`config.mk`:
```
export PLATFORM = sky130hd
export DESIGN_NAME = hoplite_packet_assembler
export DESIGN_NICKNAME = d
export VERILOG_FILES = /design/src/rtl/hoplite_packet_pkg.sv /design/src/rtl/hoplite_packet_assembler_fifo.sv /design/src/rtl/hoplite_packet_assembler.sv
export SDC_FILE = /design/constraint.sdc
export NUM_CORES = 1
export LEC_CHECK = 0
export BUFFER_PORTS_ARGS = -buffer_cell sky130_fd_sc_hd__buf_2
export CAP_MARGIN = 0
export CORE_MARGIN = 5
export CORE_UTILIZATION = 60
export CTS_CLUSTER_DIAMETER = 120
export CTS_CLUSTER_SIZE = 25
export DETAILED_ROUTE_END_ITERATION = 10
export PLACE_DENSITY = 0.83
export SLEW_MARGIN = 20
export SYNTH_ARGS = -nofsm -noshare
export SYNTH_HDL_FRONTEND = slang
export SYNTH_SLANG_ARGS = --single-unit
```
`constraint.sdc`:
```
create_clock -name clk -period 4.3 [get_ports clk]
set_clock_uncertainty 0.05 [all_clocks]
set_input_delay 1.075 -clock clk [delete_from_list [all_inputs] [get_ports clk]]
set_output_delay 1.075 -clock clk [all_outputs]
set_load 0.03 [all_outputs]
```
`src/rtl/hoplite_packet_pkg.sv`:
```
// Shared definitions for the Hoplite packet assembler: default field widths,
// packed-word field offsets, packet width helper and output FSM states.
package hoplite_packet_pkg;

  localparam int DEF_COORD_BITS          = 1;
  localparam int DEF_MULTICAST_BITS      = 1;
  localparam int DEF_MATRIX_TYPE_BITS    = 1;
  localparam int DEF_MATRIX_COORD_BITS   = 8;
  localparam int DEF_MATRIX_ELEMENT_BITS = 32;

  function automatic int calc_packet_bits(input int coord_bits, input int mcast_bits,
                                          input int mtype_bits, input int mcoord_bits,
                                          input int elem_bits);
    return 2 * coord_bits + mcast_bits + 2 + mtype_bits + 2 * mcoord_bits + elem_bits;
  endfunction

  localparam int DEF_PACKET_BITS = calc_packet_bits(DEF_COORD_BITS, DEF_MULTICAST_BITS,
                                                    DEF_MATRIX_TYPE_BITS, DEF_MATRIX_COORD_BITS,
                                                    DEF_MATRIX_ELEMENT_BITS);

  // Field LSB offsets in the default packet word; element sits at bit 0.
  localparam int ELEMENT_LSB   = 0;
  localparam int MATRIX_Y_LSB  = ELEMENT_LSB + DEF_MATRIX_ELEMENT_BITS;
  localparam int MATRIX_X_LSB  = MATRIX_Y_LSB + DEF_MATRIX_COORD_BITS;
  localparam int TYPE_LSB      = MATRIX_X_LSB + DEF_MATRIX_COORD_BITS;
  localparam int RESULT_BIT    = TYPE_LSB + DEF_MATRIX_TYPE_BITS;
  localparam int DONE_BIT      = RESULT_BIT + 1;
  localparam int MULTICAST_LSB = DONE_BIT + 1;
  localparam int Y_LSB         = MULTICAST_LSB + DEF_MULTICAST_BITS;
  localparam int X_LSB         = Y_LSB + DEF_COORD_BITS;

  typedef enum logic {
    EMPTY   = 1'b0,
    PRESENT = 1'b1
  } out_state_e;

endpackage

```
`src/rtl/hoplite_packet_assembler_fifo.sv`:
```
// Circular-buffer packet FIFO with wrapping pointers and an occupancy count.
// Exposes the head entry and the entry behind it for the registered output stage.
module packet_fifo #(
  parameter  int WIDTH = 8,
  parameter  int DEPTH = 4,
  localparam int PTR_W = $clog2(DEPTH),
  localparam int CNT_W = PTR_W + 1
) (
  input  logic             clk,
  input  logic             reset,
  input  logic             push,
  input  logic             pop,
  input  logic [WIDTH-1:0] wdata,
  output logic [WIDTH-1:0] head,
  output logic [WIDTH-1:0] head_next,
  output logic [CNT_W-1:0] count,
  output logic             full,
  output logic             empty
);

  logic [WIDTH-1:0] mem [DEPTH];
  logic [PTR_W-1:0] wr_ptr;
  logic [PTR_W-1:0] rd_ptr;

  // NOTE: the storage array has no reset; clearing pointers and count makes
  // stale entries unreachable, and a reset-free array maps onto RAM.
  always_ff @(posedge clk) begin
    if (push) mem[wr_ptr] <= wdata;
  end

  // NOTE: sequential state uses non-blocking assignments so every register
  // samples pre-edge values regardless of statement order.
  always_ff @(posedge clk) begin
    if (reset) begin
      wr_ptr <= '0;
      rd_ptr <= '0;
      count  <= '0;
    end else begin
      if (push) wr_ptr <= wr_ptr + PTR_W'(1);
      if (pop)  rd_ptr <= rd_ptr + PTR_W'(1);
      count <= count + CNT_W'(push) - CNT_W'(pop);
    end
  end

  assign head      = mem[rd_ptr];
  assign head_next = mem[rd_ptr + PTR_W'(1)];
  assign full      = (count == CNT_W'(DEPTH));
  assign empty     = (count == '0);

endmodule

```
`src/rtl/hoplite_packet_assembler.sv`:
```
// Stages memory-mapped packet fields, commits snapshots into a FIFO and presents
// the head to the Hoplite router. Optional ASSEMBLER_DROP_COUNT_EN adds drop_count.
module hoplite_packet_assembler
  import hoplite_packet_pkg::*;
#(
  parameter  int COORD_BITS           = DEF_COORD_BITS,
  parameter  int MULTICAST_GROUP_BITS = DEF_MULTICAST_BITS,
  parameter  int MATRIX_TYPE_BITS     = DEF_MATRIX_TYPE_BITS,
  parameter  int MATRIX_COORD_BITS    = DEF_MATRIX_COORD_BITS,
  parameter  int MATRIX_ELEMENT_BITS  = DEF_MATRIX_ELEMENT_BITS,
  parameter  int FIFO_DEPTH           = 4,
  localparam int PACKET_BITS = calc_packet_bits(COORD_BITS, MULTICAST_GROUP_BITS,
                                                MATRIX_TYPE_BITS, MATRIX_COORD_BITS,
                                                MATRIX_ELEMENT_BITS)
) (
  input  logic                            clk,
  input  logic                            reset,
  input  logic [COORD_BITS-1:0]           x_coord_in,
  input  logic                            x_coord_in_valid,
  input  logic [COORD_BITS-1:0]           y_coord_in,
  input  logic                            y_coord_in_valid,
  input  logic [MULTICAST_GROUP_BITS-1:0] multicast_group_in,
  input  logic                            multicast_group_in_valid,
  input  logic                            done_flag_in,
  input  logic                            done_flag_in_valid,
  input  logic                            result_flag_in,
  input  logic                            result_flag_in_valid,
  input  logic [MATRIX_TYPE_BITS-1:0]     matrix_type_in,
  input  logic                            matrix_type_in_valid,
  input  logic [MATRIX_COORD_BITS-1:0]    matrix_x_coord_in,
  input  logic                            matrix_x_coord_in_valid,
  input  logic [MATRIX_COORD_BITS-1:0]    matrix_y_coord_in,
  input  logic                            matrix_y_coord_in_valid,
  input  logic [MATRIX_ELEMENT_BITS-1:0]  matrix_element_in,
  input  logic                            matrix_element_in_valid,
  input  logic                            packet_complete_in,
  output logic                            message_out_ready,
  output logic [PACKET_BITS-1:0]          packet_out,
  output logic                            packet_out_valid,
  input  logic                            packet_out_ready,
  output logic                            overflow
`ifdef ASSEMBLER_DROP_COUNT_EN
  ,
  output logic [15:0]                     drop_count
`endif
);

  localparam int CNT_W = $clog2(FIFO_DEPTH) + 1;

  logic [COORD_BITS-1:0]           x_q, x_d, y_q, y_d;
  logic [MULTICAST_GROUP_BITS-1:0] mcast_q, mcast_d;
  logic                            done_q, done_d, result_q, result_d;
  logic [MATRIX_TYPE_BITS-1:0]     mtype_q, mtype_d;
  logic [MATRIX_COORD_BITS-1:0]    mx_q, mx_d, my_q, my_d;
  logic [MATRIX_ELEMENT_BITS-1:0]  elem_q, elem_d;
  logic [PACKET_BITS-1:0]          snapshot;

  // Write-through view of the staging registers so a same-cycle write joins the commit.
  assign x_d      = x_coord_in_valid         ? x_coord_in         : x_q;
  assign y_d      = y_coord_in_valid         ? y_coord_in         : y_q;
  assign mcast_d  = multicast_group_in_valid ? multicast_group_in : mcast_q;
  assign done_d   = done_flag_in_valid       ? done_flag_in       : done_q;
  assign result_d = result_flag_in_valid     ? result_flag_in     : result_q;
  assign mtype_d  = matrix_type_in_valid     ? matrix_type_in     : mtype_q;
  assign mx_d     = matrix_x_coord_in_valid  ? matrix_x_coord_in  : mx_q;
  assign my_d     = matrix_y_coord_in_valid  ? matrix_y_coord_in  : my_q;
  assign elem_d   = matrix_element_in_valid  ? matrix_element_in  : elem_q;
  assign snapshot = {x_d, y_d, mcast_d, done_d, result_d, mtype_d, mx_d, my_d, elem_d};

  always_ff @(posedge clk) begin
    if (reset) begin
      x_q <= '0; y_q <= '0; mcast_q <= '0; done_q <= 1'b0; result_q <= 1'b0;
      mtype_q <= '0; mx_q <= '0; my_q <= '0; elem_q <= '0;
    end else begin
      x_q <= x_d; y_q <= y_d; mcast_q <= mcast_d; done_q <= done_d; result_q <= result_d;
      mtype_q <= mtype_d; mx_q <= mx_d; my_q <= my_d; elem_q <= elem_d;
    end
  end

  logic                   push, pop, drop;
  logic [PACKET_BITS-1:0] fifo_head, fifo_head_next;
  logic [CNT_W-1:0]       fifo_count, count_next;
  logic                   fifo_full, fifo_empty;

  assign pop        = packet_out_valid && packet_out_ready;
  assign push       = packet_complete_in && (!fifo_full || pop);
  assign drop       = packet_complete_in && !push;
  assign count_next = fifo_count + CNT_W'(push) - CNT_W'(pop);

  packet_fifo #(
    .WIDTH (PACKET_BITS),
    .DEPTH (FIFO_DEPTH)
  ) u_fifo (
    .clk       (clk),
    .reset     (reset),
    .push      (push),
    .pop       (pop),
    .wdata     (snapshot),
    .head      (fifo_head),
    .head_next (fifo_head_next),
    .count     (fifo_count),
    .full      (fifo_full),
    .empty     (fifo_empty)
  );

  out_state_e             state_q, state_d;
  logic [PACKET_BITS-1:0] head_d;

  // NOTE: every always_comb output gets a default first so no path infers a latch.
  always_comb begin
    state_d = state_q;
    head_d  = packet_out;
    unique case (state_q)
      EMPTY: begin
        if (!fifo_empty) begin
          state_d = PRESENT;
          head_d  = fifo_head;
        end
      end
      PRESENT: begin
        // A pop at count 1 with a simultaneous push forwards the new snapshot.
        if (pop) begin
          if (fifo_count > CNT_W'(1)) head_d = fifo_head_next;
          else if (push)             head_d = snapshot;
          else                       state_d = EMPTY;
        end
      end
      default: state_d = EMPTY;
    endcase
  end

  always_ff @(posedge clk) begin
    if (reset) begin
      state_q           <= EMPTY;
      packet_out        <= '0;
      message_out_ready <= 1'b1;
      overflow          <= 1'b0;
    end else begin
      state_q           <= state_d;
      packet_out        <= head_d;
      message_out_ready <= (count_next < CNT_W'(FIFO_DEPTH));
      if (drop) overflow <= 1'b1;
    end
  end

  assign packet_out_valid = (state_q == PRESENT);

`ifdef ASSEMBLER_DROP_COUNT_EN
  always_ff @(posedge clk) begin
    if (reset)                             drop_count <= 16'd0;
    else if (drop && drop_count != 16'hFFFF) drop_count <= drop_count + 16'd1;
  end
`endif

endmodule

```
==> results of run 1 <==
[final cells by class]
cell class              count  area (um^2)  area share, %
clock buffers              28          467           2.89
clock inverters             1         16.3          0.101
inverters                  64          240           1.49
multi-input cells         473         5320           32.9
flip-flops and latches    336         8900           55.1
well taps                 324          405           2.51
repair buffers            141          813           5.03
[cell usage in the layout (no fill, tap or decap), drive strengths merged]
cell type / Yosys / final
mux4: 108 / 108
edfxtp: 216 / 216
a41oi: 1 / 1
or2: 54 / 54
and2: 5 / 5
clkbuf: 27 / 28
nor3: 1 / 1
mux2i: 55 / 55
xor2: 3 / 3
fa: 1 / 1
nand3: 55 / 55
a211oi: 1 / 1
a31oi: 2 / 2
nor2: 63 / 63
ha: 7 / 7
nand2: 1 / 1
nor2b: 2 / 2
xnor2: 1 / 1
nor4: 1 / 1
buf: 51 / 141
o21ba: 1 / 1
o211ai: 54 / 54
a21bo: 1 / 1
inv: 64 / 65
nand2b: 1 / 1
a32o: 54 / 54
or3b: 1 / 1
dfxtp: 120 / 120
[worst max-delay path, delay by kind of cell, from the launching register on]
kind,cells,cell delay (ns)
AND/OR/NAND/NOR,2,1.39
AO/OA/AOI/OAI,2,0.48
flip-flops,1,0.46
adder cells (fa/ha/maj),1,0.21
buffers and inverters,1,0.07
[power groups by stage]
stage / sequential (mW) / combinational, mW / clock (mW)
3_3_place_gp: 4.55 / 3.77 / 0
4_1_cts: 4.52 / 3.87 / 1.78
2_1_floorplan: 4.88 / 2.55 / 0
3_5_place_dp: 4.59 / 3.85 / 0
6_report: 4.52 / 3.85 / 1.75
5_1_grt: 4.59 / 4.12 / 1.92
[flip-flops by register name, indices dropped and copies added, names as in the netlist, 2 cells and up, named ones only]
signal	cells
my_q	8
mx_q	8
packet_out	54
elem_q	32
u_fifo.count	3
u_fifo.mem	216
u_fifo.rd_ptr	2
u_fifo.wr_ptr	2
[cell families (layout without fill, tap and decap cells)]
family | count (synthesis) | count (layout)
XOR/XNOR | 4 | 4
buffers and inverters | 142 | 234
AO/OA/AOI/OAI | 114 | 114
flip-flops | 336 | 336
AND/OR/NAND/NOR | 184 | 184
multiplexers | 163 | 163
adder cells (fa/ha/maj) | 8 | 8
[metal layers]
layer | global-route usage (%) | up-vias
met5 | 0 | -
met2 | 40.2 | 398
li1 | - | 3852
met4 | 5.08 | 0
met3 | 4.24 | 32
met1 | 32.0 | 4652
[final timing paths]
check / start / endpoint / slack (ns)
worst max-delay path: u_fifo.count[1] / packet_out[10] / 1.52
worst min-delay path: packet_out[4] / packet_out[4] / 0.42
worst max register to register: u_fifo.count[1] / packet_out[10] / 1.52
worst min register to register: packet_out[4] / packet_out[4] / 0.42
==> flow_summary.html, run 1 <==
<table>
<tr><th>Metric</th><th>Value</th></tr>
<tr><th colspan="2">Floorplanning</th></tr>
<tr><td>Die area</td><td>28000 um^2</td></tr>
<tr><td>Die extent in x</td><td>167 um</td></tr>
<tr><td>Number of top-level design ports</td><td>124</td></tr>
<tr><td>Starting utilization of the core area</td><td>61.1%</td></tr>
<tr><td>Number of rows created at floorplan</td><td>57</td></tr>
<tr><td>Standard cell core area</td><td>24300 um^2</td></tr>
<tr><td>Die Ht</td><td>167 um</td></tr>
<tr><th colspan="2">Global routing</th></tr>
<tr><td>Final global-route overflow total</td><td>0</td></tr>
<tr><td>Antenna violations before repair</td><td>0</td></tr>
<tr><td>Number of global-route vias before repair</td><td>about 9.4k</td></tr>
<tr><td>GRT Overall Usage</td><td>23.5%</td></tr>
<tr><td>Maximum number of pins on one net before global-route repair</td><td>87</td></tr>
<tr><td>Wire length of the first global-routing pass</td><td>52500 um</td></tr>
<tr><th colspan="2">STA</th></tr>
<tr><td>Setup WS post-layout</td><td>around 1.5 ns</td></tr>
<tr><td>Period utilization</td><td>64.5%</td></tr>
<tr><td>Worst hold slack after final layout</td><td>between 0.4 and 0.5 ns</td></tr>
<tr><td>Final count of pins violating max slew</td><td>0</td></tr>
<tr><td>Final count of hold timing violations</td><td>0</td></tr>
<tr><td>Total negative slack for setup checks</td><td>0 ns</td></tr>
<tr><td>Finish-stage setup viols</td><td>0</td></tr>
<tr><td>Unrepaired setup endpoints after global routing</td><td>no</td></tr>
<tr><td>Min Tclk post-route</td><td>2.78 ns</td></tr>
<tr><td>Tightest Pin Transition</td><td>between 1 and 1.5 ns</td></tr>
<tr><td>Slew HR</td><td>25.1%</td></tr>
<tr><td>Maximum clock frequency</td><td>0.360 GHz</td></tr>
<tr><th colspan="2">Drt</th></tr>
<tr><td>Vias</td><td>~8.9k</td></tr>
<tr><td>Number of iterations in the first detailed-routing pass</td><td>5</td></tr>
<tr><td>Met1 WL</td><td>13000 um</td></tr>
<tr><td>Met3 Routed Length</td><td>2720 um</td></tr>
<tr><td>Top routing layer in use</td><td>met4</td></tr>
<tr><td>Met2 wirelength from detailed routing</td><td>roughly 17000 um</td></tr>
<tr><td>Number of vias per cell</td><td>6.54</td></tr>
<tr><td>Wire length after detailed routing</td><td>33200 um</td></tr>
<tr><td>ANT nets after route</td><td>0</td></tr>
<tr><td>Detail-routed net length per standard cell</td><td>24.3 um</td></tr>
<tr><td>Starting DRC count in detailed routing</td><td>around 850</td></tr>
<tr><td>DRC violations left</td><td>0</td></tr>
<tr><th colspan="2">Logic synthesis</th></tr>
<tr><td>Most instantiated cells after synthesis</td><td>sky130_fd_sc_hd__edfxtp_1, sky130_fd_sc_hd__dfxtp_1, sky130_fd_sc_hd__mux4_2</td></tr>
<tr><td>Adder-cell area share of the yosys netlist</td><td>less than 1%</td></tr>
<tr><td>Fraction of synthesized cell area taken by the top area cell type</td><td>43.7%</td></tr>
<tr><td>Synth unique cells</td><td>34</td></tr>
<tr><td>Compound-gate portion of the synthesized area</td><td>8.39%</td></tr>
<tr><td>Proportion of synthesized flip-flops having asynchronous set or reset</td><td>0%</td></tr>
<tr><td>Synthesized instance count</td><td>~950</td></tr>
<tr><td>Main area contributors after synthesis</td><td>sky130_fd_sc_hd__edfxtp_1, sky130_fd_sc_hd__mux4_2, sky130_fd_sc_hd__dfxtp_1</td></tr>
<tr><td>Post-synth top flop</td><td>sky130_fd_sc_hd__edfxtp_1</td></tr>
<tr><td>Mux cell area share after synthesis</td><td>roughly a fifth</td></tr>
<tr><td>Area leader, netlist</td><td>sky130_fd_sc_hd__edfxtp_1</td></tr>
<tr><td>Syn nets</td><td>1026</td></tr>
<tr><td>Yosys warning total</td><td>0</td></tr>
<tr><td>Number of enable flip-flop cells after synthesis</td><td>216</td></tr>
<tr><td>Simple-gate portion of the synthesized area</td><td>~6.3%</td></tr>
<tr><td>Most numerous cell in the Yosys netlist</td><td>sky130_fd_sc_hd__edfxtp_1</td></tr>
<tr><td>Post-Synth XOR/XNOR Area</td><td>less than 1%</td></tr>
<tr><td>Synthesis-stage register bit count</td><td>336</td></tr>
<tr><td>Largest family of logic cells by synthesized area</td><td>multiplexers</td></tr>
<tr><td>Sequential element share of the synthesized area</td><td>between 50% and 60%</td></tr>
<tr><td>Post-synthesis area per instance</td><td>15.6 um^2</td></tr>
<tr><td>Synthesized area</td><td>between 10000 and 15000 um^2</td></tr>
<tr><th colspan="2">Power and ir drop</th></tr>
<tr><td>Leakage power total</td><td>5.94 nW</td></tr>
<tr><td>Sw Pwr</td><td>3.84 mW</td></tr>
<tr><td>Reg power frac</td><td>44.7%</td></tr>
<tr><td>Combinational group share of total power</td><td>38.1%</td></tr>
<tr><td>Proportion of power drawn by the clock network</td><td>between 15 and 20%</td></tr>
<tr><td>Internal</td><td>6.28 mW</td></tr>
<tr><td>Post-layout power</td><td>10.1 mW</td></tr>
<tr><td>Total power per unit cell area</td><td>626 nW/um^2</td></tr>
<tr><td>Switching portion of total power</td><td>37.9%</td></tr>
<tr><td>Highest ir drop seen on vdd</td><td>around 560 uV</td></tr>
<tr><th colspan="2">Cells and area</th></tr>
<tr><td>Fill cells</td><td>around 1.7k</td></tr>
<tr><td>Number of standard cells in the layout, taps in and fillers out</td><td>1367</td></tr>
<tr><td>Fraction of final layout cells with drive strength greater than 1</td><td>37.0%</td></tr>
<tr><td>Signed area change from the synthesized netlist to the final layout</td><td>8.76%</td></tr>
<tr><td>Share of the core filled with cells in the final layout</td><td>66.5%</td></tr>
<tr><td>Nets</td><td>1108</td></tr>
<tr><td>Number of diodes added for antenna fixing</td><td>0</td></tr>
<tr><td>Final Instance Area</td><td>16200 um^2</td></tr>
<tr><th colspan="2">Placement</th></tr>
<tr><td>Detailed Place HPWL</td><td>19400 um</td></tr>
<tr><td>Final weighted congestion in routability-driven placement</td><td>0.735</td></tr>
<tr><td>Placement Cell Area</td><td>~16000 um^2</td></tr>
<tr><td>Number of port buffers</td><td>123</td></tr>
<tr><td>Pre-CTS setup slack</td><td>1.22 ns</td></tr>
<tr><td>Placed Cells incl. Taps</td><td>1338</td></tr>
<tr><th colspan="2">Critical path</th></tr>
<tr><td>Sequence of cells on the critical path</td><td>inv_1 &gt; ha_1 &gt; nand2b_2 &gt; and2_4 &gt; o211ai_1 &gt; a32o_1</td></tr>
<tr><td>Critical path launch point type</td><td>register</td></tr>
<tr><td>Critical path's slowest cell</td><td>sky130_fd_sc_hd__and2_4</td></tr>
<tr><td>Start-to-end type of the worst setup path</td><td>reg2reg</td></tr>
<tr><td>Largest stage delay, worst path</td><td>1.00 ns</td></tr>
<tr><td>Kind of capture point of the worst setup path</td><td>register</td></tr>
<tr><td>Largest driver fanout on the critical path</td><td>55</td></tr>
<tr><td>Reg2Reg Depth</td><td>6</td></tr>
<tr><td>Arrival time of data at the critical path endpoint</td><td>between 3 and 4 ns</td></tr>
<tr><td>Required time reported for the critical path endpoint</td><td>roughly 4.7 ns</td></tr>
<tr><th colspan="2">Clock tree</th></tr>
<tr><td>Clock-pin slew on the worst setup and hold paths</td><td>about 0.10 ns</td></tr>
<tr><td>Count of instances resized after the clock tree is built</td><td>0</td></tr>
<tr><td>CTS hold repair buffers</td><td>0</td></tr>
<tr><td>Clk Tree Root Cell</td><td>sky130_fd_sc_hd__clkbuf_16</td></tr>
<tr><td>Post-CTS setup buffer count</td><td>0</td></tr>
<tr><td>CTS buffer count</td><td>17</td></tr>
<tr><td>Clk Latency, worst-skew pair</td><td>between 0.5 and 0.6 ns</td></tr>
<tr><td>TritonCTS clock tree</td><td>built</td></tr>
<tr><td>Maximum level of the CTS H-tree</td><td>1</td></tr>
<tr><td>Clk sinks</td><td>336</td></tr>
<tr><td>Maximum root-to-sink buffer count</td><td>3</td></tr>
<tr><th colspan="2">Worst hold path</th></tr>
<tr><td>Hold Crit Class</td><td>reg2reg</td></tr>
<tr><td>Hold depth</td><td>1</td></tr>
<tr><th colspan="2">Job</th></tr>
<tr><td>Max-cap viol count</td><td>0</td></tr>
<tr><th colspan="2">Status</th></tr>
<tr><td>Result of the run</td><td>finished, final reports clean</td></tr>
</table>
(Power assumes the default switching activity.)
==> inputs of run 2 (changes only) <==
==> constraint.sdc (replaced) <==
create_clock -name clk -period 2.8 [get_ports clk]
set_clock_uncertainty 0.05 [all_clocks]
set_input_delay 0.7 -clock clk [delete_from_list [all_inputs] [get_ports clk]]
set_output_delay 0.7 -clock clk [all_outputs]
set_load 0.03 [all_outputs]
==> flow_summary.html, run 2 (synthesis results as in run 1) <==
<table>
<tr><th>Metric</th><th>Value</th></tr>
<tr><th colspan="2">Clock tree</th></tr>
<tr><td>TritonCTS clock tree</td><td>built</td></tr>
<tr><td>Maximum level of the CTS H-tree</td><td>1</td></tr>
<tr><td>Clk sinks</td><td>336</td></tr>
<tr><td>CTS buffer count</td><td>17</td></tr>
<tr><td>Clk Latency, worst-skew pair</td><td>0.52 ns</td></tr>
<tr><td>Maximum root-to-sink buffer count</td><td>3</td></tr>
<tr><td>Post-CTS setup buffer count</td><td>0</td></tr>
<tr><td>CTS hold repair buffers</td><td>0</td></tr>
<tr><td>Count of instances resized after the clock tree is built</td><td>0</td></tr>
<tr><td>Clk Tree Root Cell</td><td>sky130_fd_sc_hd__clkbuf_16</td></tr>
<tr><td>Clock-pin slew on the worst setup and hold paths</td><td>0.10 ns</td></tr>
<tr><th colspan="2">Placement</th></tr>
<tr><td>Number of port buffers</td><td>123</td></tr>
<tr><td>Final weighted congestion in routability-driven placement</td><td>0.765</td></tr>
<tr><td>Pre-CTS setup slack</td><td>0.191 ns</td></tr>
<tr><td>Detailed Place HPWL</td><td>20000 um</td></tr>
<tr><th colspan="2">Critical path</th></tr>
<tr><td>Largest stage delay, worst path</td><td>approximately 0.6 ns</td></tr>
<tr><td>Arrival time of data at the critical path endpoint</td><td>about 2.8 ns</td></tr>
<tr><td>Start-to-end type of the worst setup path</td><td>reg2reg</td></tr>
<tr><td>Sequence of cells on the critical path</td><td>inv_1 &gt; ha_1 &gt; nand2b_2 &gt; a31oi_1 &gt; nor3_4 &gt; buf_8 &gt; buf_12 &gt; a32o_1</td></tr>
<tr><td>Required time reported for the critical path endpoint</td><td>3.19 ns</td></tr>
<tr><td>Critical path launch point type</td><td>register</td></tr>
<tr><td>Reg2Reg Depth</td><td>8</td></tr>
<tr><td>Critical path's slowest cell</td><td>sky130_fd_sc_hd__nor3_4</td></tr>
<tr><td>Largest driver fanout on the critical path</td><td>32</td></tr>
<tr><td>Kind of capture point of the worst setup path</td><td>register</td></tr>
<tr><th colspan="2">Global routing</th></tr>
<tr><td>Final global-route overflow total</td><td>0</td></tr>
<tr><td>Antenna violations before repair</td><td>0</td></tr>
<tr><td>Maximum number of pins on one net before global-route repair</td><td>66</td></tr>
<tr><td>GRT Overall Usage</td><td>roughly 23%</td></tr>
<tr><td>Wire length of the first global-routing pass</td><td>51600 um</td></tr>
<tr><td>Number of global-route vias before repair</td><td>9203</td></tr>
<tr><th colspan="2">Job</th></tr>
<tr><td>Max-cap viol count</td><td>0</td></tr>
<tr><th colspan="2">Drt</th></tr>
<tr><td>Wire length after detailed routing</td><td>32500 um</td></tr>
<tr><td>Vias</td><td>8758</td></tr>
<tr><td>ANT nets after route</td><td>0</td></tr>
<tr><td>DRC violations left</td><td>0</td></tr>
<tr><td>Met1 WL</td><td>12800 um</td></tr>
<tr><td>Starting DRC count in detailed routing</td><td>~750</td></tr>
<tr><td>Number of iterations in the first detailed-routing pass</td><td>5</td></tr>
<tr><td>Top routing layer in use</td><td>met4</td></tr>
<tr><td>Met2 wirelength from detailed routing</td><td>16700 um</td></tr>
<tr><td>Detail-routed net length per standard cell</td><td>23.5 um</td></tr>
<tr><td>Number of vias per cell</td><td>~6.3</td></tr>
<tr><td>Met3 Routed Length</td><td>roughly 2500 um</td></tr>
<tr><th colspan="2">Status</th></tr>
<tr><td>Result of the run</td><td>finished, final reports clean</td></tr>
<tr><th colspan="2">Floorplanning</th></tr>
<tr><td>Number of rows created at floorplan</td><td>57</td></tr>
<tr><td>Number of top-level design ports</td><td>~120</td></tr>
<tr><td>Standard cell core area</td><td>24300 um^2</td></tr>
<tr><td>Die area</td><td>28000 um^2</td></tr>
<tr><td>Starting utilization of the core area</td><td>roughly three fifths</td></tr>
<tr><td>Die extent in x</td><td>167 um</td></tr>
<tr><td>Die Ht</td><td>167 um</td></tr>
<tr><th colspan="2">Power and ir drop</th></tr>
<tr><td>Leakage power total</td><td>just over 6 nW</td></tr>
<tr><td>Total power per unit cell area</td><td>between 900 and 1000 nW/um^2</td></tr>
<tr><td>Reg power frac</td><td>42.9%</td></tr>
<tr><td>Highest ir drop seen on vdd</td><td>roughly 750 uV</td></tr>
<tr><td>Combinational group share of total power</td><td>40.2%</td></tr>
<tr><td>Sw Pwr</td><td>5.88 mW</td></tr>
<tr><td>Internal</td><td>9.88 mW</td></tr>
<tr><td>Proportion of power drawn by the clock network</td><td>16.9%</td></tr>
<tr><td>Switching portion of total power</td><td>a little under two fifths</td></tr>
<tr><th colspan="2">STA</th></tr>
<tr><td>Slew HR</td><td>46.2%</td></tr>
<tr><td>Finish-stage setup viols</td><td>0</td></tr>
<tr><td>Period utilization</td><td>85.0%</td></tr>
<tr><td>Unrepaired setup endpoints after global routing</td><td>no</td></tr>
<tr><td>Setup WS post-layout</td><td>0.421 ns</td></tr>
<tr><td>Final count of hold timing violations</td><td>0</td></tr>
<tr><td>Final count of pins violating max slew</td><td>0</td></tr>
<tr><td>Tightest Pin Transition</td><td>0.808 ns</td></tr>
<tr><td>Min Tclk post-route</td><td>2.38 ns</td></tr>
<tr><td>Total negative slack for setup checks</td><td>0 ns</td></tr>
<tr><td>Maximum clock frequency</td><td>0.420 GHz</td></tr>
<tr><th colspan="2">Cells and area</th></tr>
<tr><td>Multi-input gate area</td><td>5320 um^2</td></tr>
<tr><td>Signed area change from the synthesized netlist to the final layout</td><td>10.7%</td></tr>
<tr><td>Nets</td><td>1124</td></tr>
<tr><td>Number of diodes added for antenna fixing</td><td>0</td></tr>
<tr><td>Top library cells by usage in the layout, fill and taps aside</td><td>sky130_fd_sc_hd__edfxtp_1, sky130_fd_sc_hd__buf_2, sky130_fd_sc_hd__dfxtp_1</td></tr>
<tr><td>Largest registers</td><td>u_fifo.mem (216), packet_out (54), elem_q (32)</td></tr>
<tr><td>Most common library cell in the layout ignoring fill and taps</td><td>sky130_fd_sc_hd__edfxtp_1</td></tr>
<tr><td>Largest register by flop count</td><td>u_fifo.mem</td></tr>
<tr><td>Fraction of final layout cells with drive strength greater than 1</td><td>38.0%</td></tr>
<tr><td>Max FFs per register</td><td>216</td></tr>
<tr><td>Fill cells</td><td>1622</td></tr>
<tr><td>Sequential cell area</td><td>8910 um^2</td></tr>
<tr><th colspan="2">Worst hold path</th></tr>
<tr><td>Hold depth</td><td>1</td></tr>
<tr><td>Hold Crit Class</td><td>reg2reg</td></tr>
</table>
[run 2: changes by cell type in the layout (fill, tap and decap cells not counted), moves of 2 or more]
cell,previous run,this run
sky130_fd_sc_hd__and2_2,4,0
sky130_fd_sc_hd__dfxtp_2,2,0
sky130_fd_sc_hd__and2_4,1,5
sky130_fd_sc_hd__buf_12,5,16
sky130_fd_sc_hd__dfxtp_4,3,5
sky130_fd_sc_hd__buf_4,13,17
[run 2: area by class of cell]
| cell class | count | share of cell area [%] |
|---|---|---|
| Multi-Input combinational cell | 473 | 32.4 |
| Clock buffer | 28 | 2.84 |
| Clock inverter | 2 | 0.152 |
| Sequential cell | 336 | 54.2 |
| Inverter | 64 | 1.46 |
| Tap cell | 324 | 2.46 |
| Timing Repair Buffer | 157 | 6.56 |
[run 2: worst paths after layout]
check	slack [ns]	start	endpoint
worst max-delay path	0.42	u_fifo.count[1]	packet_out[32]
worst min-delay path	0.42	packet_out[20]	packet_out[20]
worst max register to register	0.42	u_fifo.count[1]	packet_out[32]
worst min register to register	0.42	packet_out[20]	packet_out[20]
[run 2: power by group through the flow]
stage | Combinational, mW | Sequential, mW | Clock (mW)
final | 6.34 | 6.77 | 2.66
after global routing | 6.81 | 6.85 | 2.93
after CTS | 6.38 | 6.77 | 2.73
after detailed placement | 6.34 | 6.87 | 0
after global placement | 6.17 | 6.83 | 0
after floorplan | 3.92 | 7.48 | 0
[run 2: per-stage QoR]
step	std cells	power, mW	area (um^2)	hold WS [ns]	util [%]
global placement	1353	13.0	15900	0.393	65.5
CTS	1384	15.9	16400	0.421	67.6
finish	1384	15.8	16400	0.419	67.6
detailed placement	1354	13.2	16000	0.399	65.6
floorplan	951	11.4	14900	0.426	-
global route	1384	16.6	16400	0.440	67.6
[run 2: routing by layer]
| layer | vias up | GRT usage, % |
|---|---|---|
| met3 | 37 | 4.08 |
| li1 | 3891 | - |
| met4 | 0 | 4.48 |
| met2 | 382 | 40.6 |
| met1 | 4448 | 31.1 |
| met5 | - | 0 |
[run 2: critical path: cells and delay by family (launching register included)]
| kind | cells | cell delay, ns |
|---|---|---|
| AND/OR/NAND/NOR | 2 | 0.68 |
| buffers and inverters | 3 | 0.56 |
| flip-flops | 1 | 0.45 |
| AO/OA/AOI/OAI | 2 | 0.34 |
| adder cells (fa/ha/maj) | 1 | 0.21 |
